[config.mk]
export PLATFORM = sky130hd
export DESIGN_NAME = call_stack_ctrl
export DESIGN_NICKNAME = d
export VERILOG_FILES = /design/src/rtl/call_stack_ctrl.sv
export SDC_FILE = /design/constraint.sdc
export NUM_CORES = 1
export LEC_CHECK = 0
export ABC_AREA = 1
export BUFFER_PORTS_ARGS = -buffer_cell sky130_fd_sc_hd__buf_4
export CELL_PAD_IN_SITES_DETAIL_PLACEMENT = 0
export CELL_PAD_IN_SITES_GLOBAL_PLACEMENT = 2
export CORE_ASPECT_RATIO = 0.7
export CORE_MARGIN = 4
export CORE_UTILIZATION = 39
export DETAILED_ROUTE_END_ITERATION = 10
export GPL_ROUTABILITY_DRIVEN = 0
export PLACE_DENSITY = 0.81
export SETUP_SLACK_MARGIN = 0.3
export SYNTH_ARGS = -nofsm -noshare
export SYNTH_HDL_FRONTEND = slang
export SYNTH_SLANG_ARGS = --single-unit
[constraint.sdc]
create_clock -name clock -period 3.3 [get_ports clock]
set_clock_uncertainty 0.1 [all_clocks]
set_input_delay 0.33 -clock clock [delete_from_list [all_inputs] [get_ports clock]]
set_output_delay 0.33 -clock clock [all_outputs]
set_load 0.05 [all_outputs]
[src/rtl/call_stack_ctrl.sv]
// Return-address stack: pop result registered one cycle after pop, no backpressure, faults freeze until clear_err.
// Push on full overwrites the oldest entry when CALL_STACK_WRAP_EN is defined, otherwise it raises overflow and faults.
module call_stack_ctrl #(
  parameter int DEPTH  = 8,
  parameter int ADDR_W = 12
) (
  input  logic                       clock,
  input  logic                       init_signal,
  input  logic                       push,
  input  logic                       pop,
  input  logic [ADDR_W-1:0]          push_addr,
  input  logic                       clear_err,
  output logic [ADDR_W-1:0]          pop_addr,
  output logic                       pop_valid,
  output logic [$clog2(DEPTH+1)-1:0] count,
  output logic                       empty,
  output logic                       full,
  output logic                       overflow,
  output logic                       underflow,
  output logic                       fault
);
  localparam int PW = $clog2(DEPTH);
  localparam int CW = $clog2(DEPTH+1);
`ifdef CALL_STACK_WRAP_EN
  localparam bit WRAP_EN = 1'b1;
`else
  localparam bit WRAP_EN = 1'b0;
`endif

  typedef enum logic {OK, FAULT} state_t;
  state_t state;

  logic [ADDR_W-1:0] mem [DEPTH];
  logic [PW-1:0]     tp;
  logic [PW-1:0]     topIdx;
  logic [PW-1:0]     memWa;
  logic [ADDR_W-1:0] topData;
  logic              active;
  logic              pushOnly;
  logic              popOnly;
  logic              pushPop;
  logic              memWe;

  // clear_err outranks push/pop, and FAULT ignores both
  always_comb begin
    topIdx   = tp - 1'b1;
    topData  = mem[topIdx];
    active   = (state == OK) && !clear_err;
    pushOnly = active && push && !pop;
    popOnly  = active && pop && !push;
    pushPop  = active && push && pop;
    memWe    = (pushOnly && (!full || WRAP_EN)) || (pushPop && !empty);
    memWa    = pushPop ? topIdx : tp;
  end

  always_ff @(posedge clock) begin
    if (memWe) mem[memWa] <= push_addr;
  end

  always_ff @(posedge clock or posedge init_signal) begin
    if (init_signal) begin
      state     <= OK;
      tp        <= '0;
      count     <= '0;
      empty     <= 1'b1;
      full      <= 1'b0;
      pop_addr  <= '0;
      pop_valid <= 1'b0;
      overflow  <= 1'b0;
      underflow <= 1'b0;
      fault     <= 1'b0;
    end else begin
      pop_valid <= 1'b0;
      if (clear_err) begin
        state     <= OK;
        overflow  <= 1'b0;
        underflow <= 1'b0;
        fault     <= 1'b0;
      end else if (pushPop) begin
        // top is replaced in place; on an empty stack the address passes straight through
        pop_valid <= 1'b1;
        pop_addr  <= empty ? push_addr : topData;
      end else if (pushOnly) begin
        if (!full) begin
          tp    <= tp + 1'b1;
          count <= count + 1'b1;
          empty <= 1'b0;
          full  <= (count == CW'(DEPTH-1));
        end else if (WRAP_EN) begin
          tp <= tp + 1'b1;
        end else begin
          overflow <= 1'b1;
          state    <= FAULT;
          fault    <= 1'b1;
        end
      end else if (popOnly) begin
        if (!empty) begin
          pop_addr  <= topData;
          pop_valid <= 1'b1;
          tp        <= topIdx;
          count     <= count - 1'b1;
          full      <= 1'b0;
          empty     <= (count == CW'(1));
        end else begin
          underflow <= 1'b1;
          state     <= FAULT;
          fault     <= 1'b1;
        end
      end
    end
  end
endmodule

==> results.md <==
* Initial core utilization at 39.8%
* Wire length of the first global-routing pass at 19800 um
* Final setup TNS at 0 ps
* Comb power frac at 39.6%
* Hold bufs inserted after CTS at 0
* Non-filler instance count after layout at 752
* Clock Tree Root: clkbuf_16
* Clock Path Buffers at 2
* Transition time at the pin with the least slew margin at 1040 ps
* Bufs and invs on worst path at 5
* Number of violations of the max-capacitance limit at 0
* Asr flop ratio synth at 20.7%
* Initial DRC Count at 275
* Switching power at 0.00245 W
* Post-Synthesis Net Count at 528
* Distinct cells, synth at 26
* Portion of the post-synthesis area used by sequential elements at 66.9%
* Sequential share of power at 32.2%
* TritonCTS clock tree: built
* Final Hold Viols at 0
* Global-route congestion overflow total at 0
* Total Wirelength at 12500 um
* Arrival time of the worst setup path at 2750 ps
* Pin count of the biggest net entering global routing at 52
* Vias per cell at 4.79
* Largest voltage drop on the vdd net at 0.000440 V
* Clock sinks at 121
* DIE WIDTH at 147 um
* DRT Pass-1 Iters at 5
* Static power due to leakage at 2.59 nW
* Required time at the worst-slack endpoint at 3310 ps
* Die area at 15400 um^2
* Outcome: complete, no violations
* I/O pin count at 39
* Cell count after placement at 720
* Netlist area before placement at 5250 um^2
* Share of post-route cells with drive strength above 1 at 16.0%
* Ant. Diodes at 0
* Clock network latency to the later pin of the worst-skew pair at 400 ps
* Most frequently used flop master after synthesis: edfxtp_1
* Post-layout min period at 2740 ps
* RSZ-0062 raised after global routing: no
* Post-route worst setup slack at 561 ps
* Clk slew on worst S/H paths at 50 ps
* CP max stage cell: dfrtp_1
* Count of standard-cell rows at 35
* Total power density per cell area at 974 nW/um^2
* Crit path largest cell delay at 400 ps
* Aggregate global-route resource usage at 17.1%
* Via count of the first global-routing pass at 3632
* Tightest slew margin relative to the limit at 30.5%
* Via Count at 3600
* Area added between synthesis and finish at 20.5%
* Number of buffers added on ports at 38
* Area of the core at 13200 um^2
* Setup crit start kind: register
* Cell family contributing the most delay on the critical path: buffers and inverters
* Share of the core filled with cells at 47.9%
* Share of total power consumed by net switching at 39.9%
* Cell mode on critical path: nand2_1
* Part of the power in the clock network at 28.2%
* Final period util at 83.0%
* Final net count at 576
* HPWL after detailed placement at 8420 um
* Final number of setup-violating endpoints at 0
* Worst Path Class, Setup: register to register
* Synthesis warning total at 0
* Total internal power at 0.00370 W
* Max Clk Rate at 0.365 GHz
* Post-Place Setup Slack at 587 ps
* CTS resizes at 0
* Mean area per synthesized cell at 10.4 um^2
* Fin Hold WS at 30.7 ps
* Path category of the worst min-delay check: input port to register
* Number of nets with antenna violations after detailed routing at 0
* Max H-tree Level at 4
* Vertical die dimension at 105 um
* Setup crit end kind: register
* Initial antenna violation count at 0
* TritonCTS Buffers at 17
* Number of buffers added for setup after CTS at 0
* Register bit count reported by yosys at 121
* Cells after Synth at 506
* Wire per inst at 16.6 um
* Count of flip-flops with a built-in enable after synthesis at 96
* Largest fanout on the critical path at 14
* Critical-path cell list: inv_1 > ha_1 > inv_1 > nand2_1 > nand2_1 > buf_4 > inv_1 > nand2_1 > o21ai_1 > nand2_1 > nor2_1 > buf_4
* Final-report max-slew violation count at 0
* Drt drc at 0
-- cells by family after synthesis --
| family | share of synthesized area (%) |
|---|---|
| and+or+nand+nor | 24.9 |
| DFF | 66.9 |
| buffers and inverters | 3.79 |
| AOI/OAI and AO/OA | 2.03 |
| xor gates and xnor gates | 1.17 |
| adders and majority gates | 1.19 |
-- final cells by class --
cell class              count  area (um^2)
clock inverters             7         68.8
inverters                  23         86.3
fillers                  1211         6860
clock buffers              25          495
flip-flops and latches    121         3510
well taps                 185          231
repair buffers             52          390
multi-input cells         339         1540
-- metal layers --
layer	GRT usage (%)	share of wire [%]	up-vias
met2	26.0	47	75
met4	6.44	0.66	0
met1	23.3	46	1710
met3	4.72	6.0	6
met5	0	0	-
li1	-	-	1809
-- power by group through the flow --
stage / logic [W] / clock network (W) / registers (W)
after floorplan: 0.00139 / 0 / 0.00235
after global placement: 0.00247 / 0 / 0.00200
after detailed placement: 0.00246 / 0 / 0.00201
after CTS: 0.00247 / 0.00178 / 0.00198
after global routing: 0.00273 / 0.00184 / 0.00201
final: 0.00244 / 0.00174 / 0.00198
-- final timing paths --
kind	to	from	slack (ps)	cells after the start
max in group asynchronous	pop_addr[9]	init_signal	2470	2
worst max register to register	mem[4][8]	tp[1]	560	12
min in group asynchronous	overflow	init_signal	50	2
worst max-delay path	mem[4][8]	tp[1]	560	12
worst min register to register	pop_addr[3]	pop_addr[3]	380	2
worst min-delay path	underflow	clear_err	30	2
-- placed cells by master (no fill, tap or decap) --
cell / count
a21oi_1: 2
a31oi_1: 2
buf_4: 52
bufinv_16: 1
clkbuf_1: 4
clkbuf_16: 17
clkbuf_8: 4
clkinv_1: 1
clkinv_2: 3
clkinv_4: 1
clkinvlp_4: 2
dfrtp_1: 24
dfstp_2: 1
edfxtp_1: 96
ha_1: 5
inv_1: 20
inv_2: 2
nand2_1: 174
nand2_2: 1
nand3_1: 89
nand3_2: 2
nand4_1: 2
nor2_1: 34
nor2_2: 2
nor2_4: 2
nor3b_1: 1
o21ai_0: 7
o21ai_1: 8
o21ai_2: 1
xnor2_1: 2
xor2_1: 5
-- metrics by stage --
stage	total power (W)	area (um^2)
6_report	0.00615	6320
2_1_floorplan	0.00374	5250
5_1_grt	0.00658	6320
4_1_cts	0.00623	6320
3_3_place_gp	0.00447	5760
3_5_place_dp	0.00447	5760
-- flip-flops by register name, summed over array words and instances, names as in the netlist --
| signal | flops |
|---|---|
| count | 4 |
| empty | 1 |
| full | 1 |
| mem | 96 |
| overflow | 1 |
| pop_addr | 12 |
| pop_valid | 1 |
| state | 1 |
| tp | 3 |
| underflow | 1 |
-- cells in the mapped netlist (2+ instances only) --
library cell	n	area (um^2)
nor2_2	2	12.5
clkbuf_1	6	22.5
o21ai_1	8	40.0
nand3_1	89	445
inv_2	2	7.51
inv_1	20	75.1
buf_2	15	75.1
xnor2_1	2	17.5
nand2_1	174	653
nand4_1	2	12.5
nor2_4	2	22.5
a21oi_1	2	10.0
nor2_1	34	128
buf_4	2	15.0
nand3_2	2	20.0
xor2_1	5	43.8
o21ai_0	7	35.0
dfrtp_1	24	601
ha_1	5	62.6
edfxtp_1	96	2880
a31oi_1	2	12.5
(Power assumes the default switching activity.)
